===== config.mk =====
export PLATFORM = sky130hd
export DESIGN_NAME = io_bank_ctrl
export DESIGN_NICKNAME = d
export VERILOG_FILES = /design/src/rtl/io_bank_ctrl.sv
export SDC_FILE = /design/constraint.sdc
export NUM_CORES = 1
export LEC_CHECK = 0
export ABC_AREA = 1
export CAP_MARGIN = 20
export CORE_AREA = 2 2 161 163
export DETAILED_ROUTE_END_ITERATION = 10
export DIE_AREA = 0 0 163 165
export GPL_ROUTABILITY_DRIVEN = 0
export PLACE_DENSITY = 0.7
export SETUP_SLACK_MARGIN = 0.3
export SLEW_MARGIN = 10
export SYNTH_ARGS = -nofsm -noshare
export SYNTH_HDL_FRONTEND = slang
export SYNTH_SLANG_ARGS = --single-unit

===== constraint.sdc =====
create_clock -name wb_clk_i -period 2 [get_ports wb_clk_i]
set_clock_uncertainty 0.05 [all_clocks]
set_input_delay 0.2 -clock wb_clk_i [delete_from_list [all_inputs] [get_ports wb_clk_i]]
set_output_delay 0.2 -clock wb_clk_i [all_outputs]
set_load 0.01 [all_outputs]

===== src/rtl/io_bank_ctrl.sv =====
// io_bank_ctrl: Wishbone-mapped controller for NUM_BANKS banks of BANK_W user IO pads.
// Each bank has registered pad outputs, active-low output enables, a synchronized
// input view, and per-bit sticky edge flags that are folded into one irq per bank.
//
// Register map (bank b at BASE_ADDR + b*0x20):
//   0x00 OUT (RW), 0x04 OEB (RW), 0x08 IN (RO), 0x0C IRQ_EN (RW), 0x10 IRQ_STAT (W1C),
//   0x14 EDGE (RW, only with IO_BANK_EDGE_SEL_EN; 0 = rising, 1 = falling).
// Any other offset inside the 256-byte window is acked, reads 0 and ignores writes.
//
// Optional feature macro: IO_BANK_EDGE_SEL_EN (per-bit edge polarity select).
//
// Ports:
//   wb_clk_i, wb_rst_n_i       clock, async active-low reset
//   wbs_stb/cyc/we/sel/dat/adr Wishbone slave request
//   wbs_ack_o, wbs_dat_o       Wishbone response (registered)
//   io_in / io_out / io_oeb    pad slices, bank b = [b*BANK_W +: BANK_W]
//   irq                        per-bank level interrupt

// Per-bank register file, input synchronizer and edge-flag logic.
module io_bank #(
  parameter int BANK_W = 8
) (
  input  logic              clk_i,
  input  logic              rst_n_i,
  input  logic              wr_en_i,
  input  logic [2:0]        reg_idx_i,
  input  logic [BANK_W-1:0] wdata_i,
  input  logic [BANK_W-1:0] wmask_i,
  input  logic [BANK_W-1:0] pad_i,
  output logic [BANK_W-1:0] out_o,
  output logic [BANK_W-1:0] oeb_o,
  output logic [BANK_W-1:0] rdata_o,
  output logic              irq_o
);
  logic [BANK_W-1:0] out_q, out_d, oeb_q, oeb_d, en_q, en_d, stat_q, stat_d;
  logic [BANK_W-1:0] s1_q, s2_q, s3_q, edge_hit;
  logic              irq_q;
`ifdef IO_BANK_EDGE_SEL_EN
  logic [BANK_W-1:0] esel_q, esel_d;
`endif

  // s2 is the synchronized pad value; s3 is its previous sample for edge detection.
`ifdef IO_BANK_EDGE_SEL_EN
  assign edge_hit = (esel_q & s3_q & ~s2_q) | (~esel_q & s2_q & ~s3_q);
`else
  assign edge_hit = s2_q & ~s3_q;
`endif

  always_comb begin
    out_d  = out_q;
    oeb_d  = oeb_q;
    en_d   = en_q;
    stat_d = stat_q;
`ifdef IO_BANK_EDGE_SEL_EN
    esel_d = esel_q;
`endif
    if (wr_en_i) begin
      case (reg_idx_i)
        3'd0: out_d  = (out_q & ~wmask_i) | (wdata_i & wmask_i);
        3'd1: oeb_d  = (oeb_q & ~wmask_i) | (wdata_i & wmask_i);
        3'd3: en_d   = (en_q  & ~wmask_i) | (wdata_i & wmask_i);
        3'd4: stat_d = stat_q & ~(wdata_i & wmask_i);
`ifdef IO_BANK_EDGE_SEL_EN
        3'd5: esel_d = (esel_q & ~wmask_i) | (wdata_i & wmask_i);
`endif
        default: ;
      endcase
    end
    // A new edge overrides a simultaneous clear so no event is lost.
    stat_d = stat_d | edge_hit;
  end

  always_comb begin
    rdata_o = '0;
    case (reg_idx_i)
      3'd0: rdata_o = out_q;
      3'd1: rdata_o = oeb_q;
      3'd2: rdata_o = s2_q;
      3'd3: rdata_o = en_q;
      3'd4: rdata_o = stat_q;
`ifdef IO_BANK_EDGE_SEL_EN
      3'd5: rdata_o = esel_q;
`endif
      default: rdata_o = '0;
    endcase
  end

  always_ff @(posedge clk_i or negedge rst_n_i) begin
    if (!rst_n_i) begin
      out_q  <= '0;
      oeb_q  <= '1;
      en_q   <= '0;
      stat_q <= '0;
      s1_q   <= '0;
      s2_q   <= '0;
      s3_q   <= '0;
      irq_q  <= 1'b0;
`ifdef IO_BANK_EDGE_SEL_EN
      esel_q <= '0;
`endif
    end else begin
      out_q  <= out_d;
      oeb_q  <= oeb_d;
      en_q   <= en_d;
      stat_q <= stat_d;
      s1_q   <= pad_i;
      s2_q   <= s1_q;
      s3_q   <= s2_q;
      irq_q  <= |(stat_q & en_q);
`ifdef IO_BANK_EDGE_SEL_EN
      esel_q <= esel_d;
`endif
    end
  end

  assign out_o = out_q;
  assign oeb_o = oeb_q;
  assign irq_o = irq_q;
endmodule

module io_bank_ctrl #(
  parameter int          NUM_BANKS = 3,
  parameter int          BANK_W    = 8,
  parameter logic [31:0] BASE_ADDR = 32'h3000_0000
) (
  input  logic                        wb_clk_i,
  input  logic                        wb_rst_n_i,
  input  logic                        wbs_stb_i,
  input  logic                        wbs_cyc_i,
  input  logic                        wbs_we_i,
  input  logic [3:0]                  wbs_sel_i,
  input  logic [31:0]                 wbs_dat_i,
  input  logic [31:0]                 wbs_adr_i,
  output logic                        wbs_ack_o,
  output logic [31:0]                 wbs_dat_o,
  input  logic [NUM_BANKS*BANK_W-1:0] io_in,
  output logic [NUM_BANKS*BANK_W-1:0] io_out,
  output logic [NUM_BANKS*BANK_W-1:0] io_oeb,
  output logic [NUM_BANKS-1:0]        irq
);
  logic                              hit, req, wr_commit;
  logic [2:0]                        bank_sel, reg_idx;
  logic [BANK_W-1:0]                 wmask, rd_mux;
  logic [NUM_BANKS-1:0][BANK_W-1:0]  rd_bank;
  logic                              ack_q, ack_d;
  logic [31:0]                       dat_q, dat_d;
  logic                              unused_bits;

  assign hit      = wbs_adr_i[31:8] == BASE_ADDR[31:8];
  assign req      = wbs_stb_i & wbs_cyc_i & hit;
  assign bank_sel = wbs_adr_i[7:5];
  assign reg_idx  = wbs_adr_i[4:2];
  // The master holds the request through the ack cycle; the write lands at its end.
  assign wr_commit = req & ack_q & wbs_we_i;
  assign unused_bits = ^{wbs_adr_i[1:0], wbs_dat_i, wbs_sel_i};

  always_comb begin
    wmask = '0;
    for (int i = 0; i < BANK_W; i++) wmask[i] = wbs_sel_i[i/8];
  end

  always_comb begin
    rd_mux = '0;
    for (int b = 0; b < NUM_BANKS; b++)
      if (bank_sel == 3'(b)) rd_mux = rd_bank[b];
  end

  // Ack on alternate cycles only: a held strobe re-arms after the ack drops.
  assign ack_d = req & ~ack_q;
  assign dat_d = (ack_d & ~wbs_we_i) ? 32'(rd_mux) : 32'd0;

  always_ff @(posedge wb_clk_i or negedge wb_rst_n_i) begin
    if (!wb_rst_n_i) begin
      ack_q <= 1'b0;
      dat_q <= '0;
    end else begin
      ack_q <= ack_d;
      dat_q <= dat_d;
    end
  end

  assign wbs_ack_o = ack_q;
  assign wbs_dat_o = dat_q;

  for (genvar b = 0; b < NUM_BANKS; b++) begin : g_bank
    io_bank #(.BANK_W(BANK_W)) u_bank (
      .clk_i     (wb_clk_i),
      .rst_n_i   (wb_rst_n_i),
      .wr_en_i   (wr_commit && (bank_sel == 3'(b))),
      .reg_idx_i (reg_idx),
      .wdata_i   (wbs_dat_i[BANK_W-1:0]),
      .wmask_i   (wmask),
      .pad_i     (io_in[b*BANK_W +: BANK_W]),
      .out_o     (io_out[b*BANK_W +: BANK_W]),
      .oeb_o     (io_oeb[b*BANK_W +: BANK_W]),
      .rdata_o   (rd_bank[b]),
      .irq_o     (irq[b])
    );
  end
endmodule


Word-level counts from Yosys, hierarchy flattened

Index checks and enable logic that the tools add are counted.

Logic and storage cells: 107
Flip-flop bits (word level): 180
Output and inout port bits: 84
Input bits: 97

Muxes and demuxes: 13
Reductions and logical operators: 17
Bitwise logic cells: 44
Eq/ne operators: 7

Operators with widths:

| cell                                                              | count |
|---|---|
| 8-bit AND                                                         | 19 |
| 8-bit case mux with 5 select lines                                | 3 |
| 8-bit OR                                                          | 12 |
| 8-bit 2-to-1 mux                                                  | 10 |
| 8-bit NOT                                                         | 5 |
| 24-bit by 22-bit == test with 1-bit output, second input constant | 1 |
| 8-bit OR reduction                                                | 3 |
| 2-bit AND reduction                                               | 9 |
| 3-bit by 2-bit == test with 1-bit output, second input constant   | 3 |
| 1-bit AND                                                         | 6 |
| 3-bit by 1-bit == test with 1-bit output, second input constant   | 2 |
| 3-bit zero test                                                   | 2 |
| 3-bit == test, second input constant                              | 1 |
| 1-bit logical AND                                                 | 3 |
| 1-bit NOT                                                         | 2 |

Logic depth before layout (Yosys ltp)

Gate-level depths: netlist of the first run.

Word-level depth: 7
Gate-level depth with buffers: 13
Gate-level depth less buffers: 11

By module

From an unflattened synthesis of the first run, not the netlist that was laid out.

Cell total of the unflattened synthesis: 1070
Area, all modules: 8838.5 um^2

Modules (own cells, without submodules):

| module       | instances | cells each | area each (um^2) |
|---|---|---|---|
| io_bank      | 3         | 319        | 2670.1 |
| io_bank_ctrl | 1         | 113        | 828.3 |

Least setup slack after synthesis of the first run

Ideal clock, no wire load.

Kind: flip-flop to flip-flop
Start point: register ack_q (netlist: wbs_ack_o)
End point: register with a tool-made name
Required time: 1832 ps
Slack: 509 ps
Period minus slack after synthesis: 1491 ps
Arrival time: 1322 ps
Cell stages (with the launch flop): 7
Path through: dfrtp_1 nand2_1 inv_1 buf_4 nand4_4 nand2_1 nand2_1

RTL lines:

| item                   | RTL line | source |
|---|---|---|
| from (decl)            | 145      | `logic ack_q, ack_d;` |
| from (signal assigned) | 177      | `ack_q <= ack_d;` |

==> results of run 1 <==
-- cell type report --
| type | count | area share [%] |
|---|---|---|
| clock inverter | 12 | 1.09 |
| sequential | 180 | 40.4 |
| timing repair buffer | 210 | 18.1 |
| inverter | 89 | 3.02 |
| antenna | 1 | 0.0223 |
| clock buffer | 20 | 3.98 |
| tap | 330 | 3.67 |
| multi-input combinational | 677 | 29.8 |
-- power by group --
group,total (mW),internal (mW),switching [mW]
Sequential,3.75,3.72,0.0300
Combinational,0.670,0.259,0.411
Clock,3.23,1.77,1.46
Total,7.65,5.75,1.90
-- per-layer routing --
metal  up-vias  GRT usage [%]  part of all wire (%)
li1       3570              -                     -
met1      3635           28.3                    43
met2       439           28.6                    42
met3        58           5.98                    11
met4         0           8.61                   3.1
met5         -              0                     0
-- layout by cell type, fill, tap and decap left out, types with 2 or more instances in the layout --
cell,n
nand4_4,9
dlymetal6s2s_1,11
clkinvlp_4,2
or2_2,8
nor2_2,5
conb_1,24
nor2_4,5
nand3_2,4
nand2_1,361
nor2_8,3
inv_2,7
nand4_1,128
nor2_1,60
nand2_2,3
buf_4,71
dfstp_2,24
nor3_1,8
clkbuf_1,2
clkdlybuf4s50_1,91
clkbuf_16,17
inv_1,81
a221oi_1,6
inv_6,5
nor3_4,2
clkinv_4,3
o21ai_0,7
a21oi_1,2
buf_12,11
nand3_1,33
dlygate4sd2_1,24
nand3_4,2
dfrtp_1,156
-- per-stage QoR --
stage,power [mW],worst slack [ns]
after floorplan,4.12,0.509
after global placement,4.46,-0.184
after detailed placement,4.47,-0.261
after CTS,7.70,0.301
after global routing,7.92,0.289
final,7.65,0.315
-- synth_stat cells, types with 2 or more instances --
library cell,n,area [um^2]
nand3_2,4,40.0
buf_2,32,160
o21ai_0,8,40.0
nor3_1,8,40.0
nor2_4,3,33.8
buf_6,8,90.1
a21oi_1,2,10.0
nor3_4,2,32.5
nand2_2,2,12.5
nand3_4,2,35.0
nand4_1,128,801
clkbuf_1,5,18.8
nand3_1,33,165
buf_12,2,40.0
nor2_8,3,60.1
or2_2,8,50.1
nor2_2,4,25.0
inv_2,7,26.3
a221oi_1,6,52.6
nor2_1,63,236
buf_4,35,263
nand4_4,9,191
inv_1,81,304
dfstp_2,24,631
dfrtp_1,156,3900
nand2_1,362,1360
-- kinds of logic (layout without fill, tap and decap cells) --
| family | after synthesis | after routing | synth area share, % |
|---|---|---|---|
| compound gates | 18 | 18 | 1.35 |
| buf+inv | 172 | 331 | 10.5 |
| flops | 180 | 180 | 52.2 |
| other cells | 1 | 25 | 0.0432 |
| simple gates | 635 | 635 | 35.9 |
-- what timing repair did --
item,CTS,global route
endpoints found under the setup margin,35,79
gates resized for setup,26,16
pin swaps,0,1
endpoints found under the hold margin,96,0
setup buffers,3,5
hold buffers,1,0
-- worst register-to-register path, cell delays in order (launching register included) --
cell and delay, ns:
dfrtp_1 0.40, nand2_1 0.09, inv_1 0.19, buf_12 0.26, nand4_4 0.21, nand2_1 0.11, nand2_1 0.06
-- final timing paths --
kind,startpoint,end,cells after the start
max in group asynchronous,wb_rst_n_i,asynchronous set/reset pin,3
max reg2reg,wbs_ack_o$_DFF_PN0_,register,6
min,io_in[9],g_bank[1].u_bank.s1_q[1]$_DFF_PN0_,1
min reg2reg,g_bank[2].u_bank.s1_q[1]$_DFF_PN0_,g_bank[2].u_bank.s2_q[1]$_DFF_PN0_,0
min in group asynchronous,wb_rst_n_i,g_bank[2].u_bank.s1_q[0]$_DFF_PN0_,2
max,register,io_out[11],1
==> run_results.csv, run 1 <==
group,metric,value,unit
outcome,status,"completed",
clock_tree,cts_tree,"done",
global_routing,grt_max_degree,83,
timing,hold_violations,0,
global_routing,antenna_found_initial,1,
yosys,seq_area_frac_synth,52.2,%
yosys,synthArstFlopShare,100,%
clock_tree,cts_root_buffer,"clkbuf_16",
detailed_routing,drc,0,
yosys,ys.warnings.count,0,
worst_setup_path,cp_top_family,"buffers and inverters",
floorplan,die_h,165,um
clock_tree,numCtsBuffers,17,
clock_tree,htree_levels,4,
detailed_routing,drt-pass1-iter-count,5,
global_routing,overflow,0,
yosys,synth.cell_area,8690,um^2
worst_setup_path,cp_slowest_cell,"clkdlybuf4s50_1",
yosys,synthesis.instances,1006,
timing,post-route-period-util,84.2,%
timing,worst_pin_slew,0.538,ns
worst_setup_path,crit_path_max_incr_delay,0.57,ns
worst_setup_path,critPathMaxFanout,3,
power,p_per_area,681,nW/um^2
yosys,synth_edf_count,0,
yosys,ys_seq_elements,180,
timing,rsz0062_at_grt,"false",
cells_and_area,post-route-util,44.9,%
yosys,yosysUniqueCellTypes,35,
detailed_routing,ant_nets,0,
cells_and_area,fin_nets,1272,
timing,setup-violations-final,0,
floorplan,num_rows,58,
placement,port_buffers,127,
cells_and_area,final_cell_area,11200,um^2
floorplan,die_area,26900,um^2
cells_and_area,drive_above_1_share,15.8,%
cells_and_area,finalNonFillerCells,1519,
cells_and_area,nFillCells,2400,
cells_and_area,regArea,4530,um^2
timing,min_period,1.68,ns
timing,max_slew_margin,64.1,%
detailed_routing,wl_per_cell,17.5,um
global_routing,grt.total_usage,20.1,%
cells_and_area,area_growth,29.3,%
timing,timing.fmax,0.594,GHz
detailed_routing,vias_per_cell,5.07,
floorplan,io_pins,181,
detailed_routing,routed_wl,26600,um
detailed_routing,drtIter0Drc,739,
floorplan,die_w,163,um
global_routing,grt_pass1_wl,40600,um
worst_setup_path,arrival,1.43,ns
clock_tree,path_clk_slew,0.07,ns
timing,hold_ws,0.141,ns
power,leakagePower,5.90,nW
worst_setup_path,criticalPathCategory,"register to output port",
detailed_routing,vias,7702,
power,peakVddDrop,0.000503,V
clock_tree,clk_path_buf_depth,2,
floorplan,start_util,34.7,%
worst_setup_path,critPathBufInv,1,
clock_tree,cts_sinks,180,
worst_setup_path,cp-end-kind,"output port",
worst_setup_path,required,1.75,ns
timing,tns,0,ns
placement,place_area,10600,um^2
placement,placed_cells,1477,
timing,finalMaxSlewViolations,0,
yosys,avgSynthCellArea,8.64,um^2
worst_setup_path,crit_chain,"clkdlybuf4s50_1",
worst_hold_path,min_path_type,"input pin to register",
worst_setup_path,rrSetupSlack,0.54,ns
global_routing,grt_pass1_vias,7229,
yosys,ys.flop_type,"dfrtp_1",
worst_setup_path,critPathLaunchType,"register",
clock_tree,clock_latency,0.44,ns
placement,hpwl,19500,um
run,drv_cap,0,
cells_and_area,multi_input_area,3340,um^2
floorplan,fp.coreArea,25000,um^2
(Power assumes the default switching activity.)
==> inputs of run 2 (changes only) <==
- clock period: 2 -> 1.7 ns (I/O delays scaled with it)
==> run_results.csv, run 2 (same netlist as run 1, synthesis figures left out) <==
group,metric,value,unit
outcome,status,"completed",
cells_and_area,nFillCells,2273,
clock_tree,cts_tree,"done",
clock_tree,clock_latency,0.43,ns
timing,rsz0062_at_grt,"true",
power,peakVddDrop,0.000653,V
clock_tree,clk_path_buf_depth,2,
worst_setup_path,arrival,1.71,ns
detailed_routing,routed_wl,29600,um
detailed_routing,drtIter0Drc,864,
clock_tree,path_clk_slew,0.07,ns
timing,setup-violations-final,0,
timing,hold_violations,0,
global_routing,overflow,0,
timing,worst_pin_slew,0.537,ns
detailed_routing,vias,8302,
worst_setup_path,worstSetupPathDepth,8,
clock_tree,cts_sinks,180,
cells_and_area,drive_above_1_share,26.6,%
worst_setup_path,critPathLaunchType,"register",
detailed_routing,wl_met2,12800,um
worst_hold_path,min-delay-start,"wbs_adr_i[9]",
detailed_routing,route.met3.wl,3630,um
detailed_routing,drc,0,
worst_setup_path,crit_top_cell,"buf_12",
worst_setup_path,critPathBufInv,4,
global_routing,grt.total_usage,22.0,%
placement,hpwl,20200,um
timing,max_slew_margin,64.2,%
worst_setup_path,crit_path_max_incr_delay,0.40,ns
worst_setup_path,reg2reg_depth,8,
power,leakagePower,6.46,nW
worst_hold_path,whs_endpoint,"wbs_ack_o$_DFF_PN0_",
timing,tns,0,ns
floorplan,start_util,34.7,%
timing,finalMaxSlewViolations,0,
global_routing,antenna_found_initial,1,
power,combPwrFrac,9.5,%
detailed_routing,drt-pass1-iter-count,6,
worst_hold_path,min_path_type,"input pin to register",
worst_setup_path,cp-end-kind,"register",
floorplan,die_area,26900,um^2
detailed_routing,ant_nets,0,
cells_and_area,post-route-util,49.0,%
clock_tree,htree_levels,4,
detailed_routing,top_layer,"met4",
worst_setup_path,reg2reg_from,"wbs_ack_o$_DFF_PN0_",
global_routing,grt_pass1_vias,7787,
placement,placed_cells,1496,
run,drv_cap,0,
cells_and_area,most-common-layout-cells,"nand2_1, dfrtp_1, nand4_1",
floorplan,num_rows,58,
power,switchingPower,2.27,mW
power,swShare,24.6,%
cells_and_area,layout_commonest_cell,"nand2_1",
detailed_routing,vias_per_cell,5.16,
detailed_routing,wl_per_cell,18.4,um
clock_tree,numCtsBuffers,17,
worst_setup_path,rrSetupSlack,0.31,ns
detailed_routing,wl_met1,12000,um
global_routing,grt_max_degree,47,
global_routing,grt_pass1_wl,44500,um
timing,min_period,1.39,ns
floorplan,io_pins,181,
clock_tree,cts_root_buffer,"clkbuf_16",
cells_and_area,finalNonFillerCells,1608,
floorplan,fp.coreArea,25000,um^2
floorplan,die_h,165,um
power,pwr-share-seq,47.7,%
placement,port_buffers,127,
power,p_per_area,753,nW/um^2
power,p_int,6.97,mW
cells_and_area,fin_nets,1361,
worst_setup_path,critPathMaxFanout,6,
worst_setup_path,cp_top_family,"buffers and inverters",
timing,timing.fmax,0.720,GHz
floorplan,die_w,163,um
worst_setup_path,required,2.02,ns
worst_hold_path,whs_path_depth,6,
worst_setup_path,cp_slowest_cell,"dfrtp_1",
worst_setup_path,criticalPathCategory,"register to register",
timing,post-route-period-util,81.7,%
power,clkPwrFrac,42.8,%
worst_setup_path,crit_chain,"nand2_2, nor2_4, buf_12, buf_12, buf_12, buf_16, nand4_1, nand2_1",
cells_and_area,area_growth,41.2,%
-- run 2: layer usage --
layer / up-vias / track usage, %
li1: 3757 / -
met1: 3898 / 30.4
met2: 566 / 32.6
met3: 81 / 5.75
met4: 0 / 9.49
met5: - / 0
-- run 2: how the worst max path moves through the flow --
| stage | startpoint | to |
|---|---|---|
| after floorplan | wbs_ack_o$_DFF_PN0_ | register |
| final | wbs_ack_o$_DFF_PN0_ | register |
| after global routing | wbs_ack_o$_DFF_PN0_ | register |
| after CTS | register | io_oeb[10] |
| after global placement | wbs_adr_i[3] | wbs_dat_o[4]$_DFF_PN0_ |
| after detailed placement | wbs_adr_i[3] | wbs_dat_o[3]$_DFF_PN0_ |
-- run 2: worst register-to-register path: stages, from the launching register on --
cell	delay [ns]
dfrtp_1	0.40
nand2_2	0.10
nor2_4	0.15
buf_12	0.12
buf_12	0.11
buf_12	0.12
buf_16	0.12
nand4_1	0.08
nand2_1	0.08
-- run 2: stage by stage --
| step | worst slack (ns) | hold slack, ns | power (mW) | cell area (um^2) |
|---|---|---|---|---|
| final | 0.311 | 0.111 | 9.24 | 12300 |
| after global routing | 0.210 | 0.109 | 9.56 | 12300 |
| after CTS | 0.157 | 0.0970 | 9.26 | 11900 |
| after detailed placement | -0.547 | 0.110 | 5.28 | 10800 |
| after global placement | -0.485 | 0.105 | 5.27 | 10800 |
| after floorplan | 0.312 | -0.176 | 4.85 | 8770 |
-- run 2: layout make-up --
cell class	instances	area [um^2]	share of cell area, %
diodes	1	2.50	0.0204
clock buffers	21	450	3.67
clock inverters	11	139	1.13
inverters	89	353	2.88
multi-input cells	678	3500	28.5
flip-flops and latches	180	4530	37.0
well taps	330	413	3.37
repair buffers	298	2880	23.5
-- run 2: power groups by stage --
stage / registers (mW) / logic, mW / clock network [mW]
after detailed placement: 4.49 / 0.792 / 0
final: 4.41 / 0.879 / 3.95
after CTS: 4.41 / 0.823 / 4.02
after global placement: 4.48 / 0.787 / 0
after global routing: 4.42 / 0.946 / 4.20
after floorplan: 4.47 / 0.375 / 0
-- run 2: timing repair --
item                                    4_1_cts  5_1_grt
hold buffers                                  1        0
pin swaps                                    43       49
endpoints found under the setup margin      156      109
buffers inserted                             48       21
gates cloned                                  8        1
resized for setup                           197       90
hold endpoints to repair                     40        0
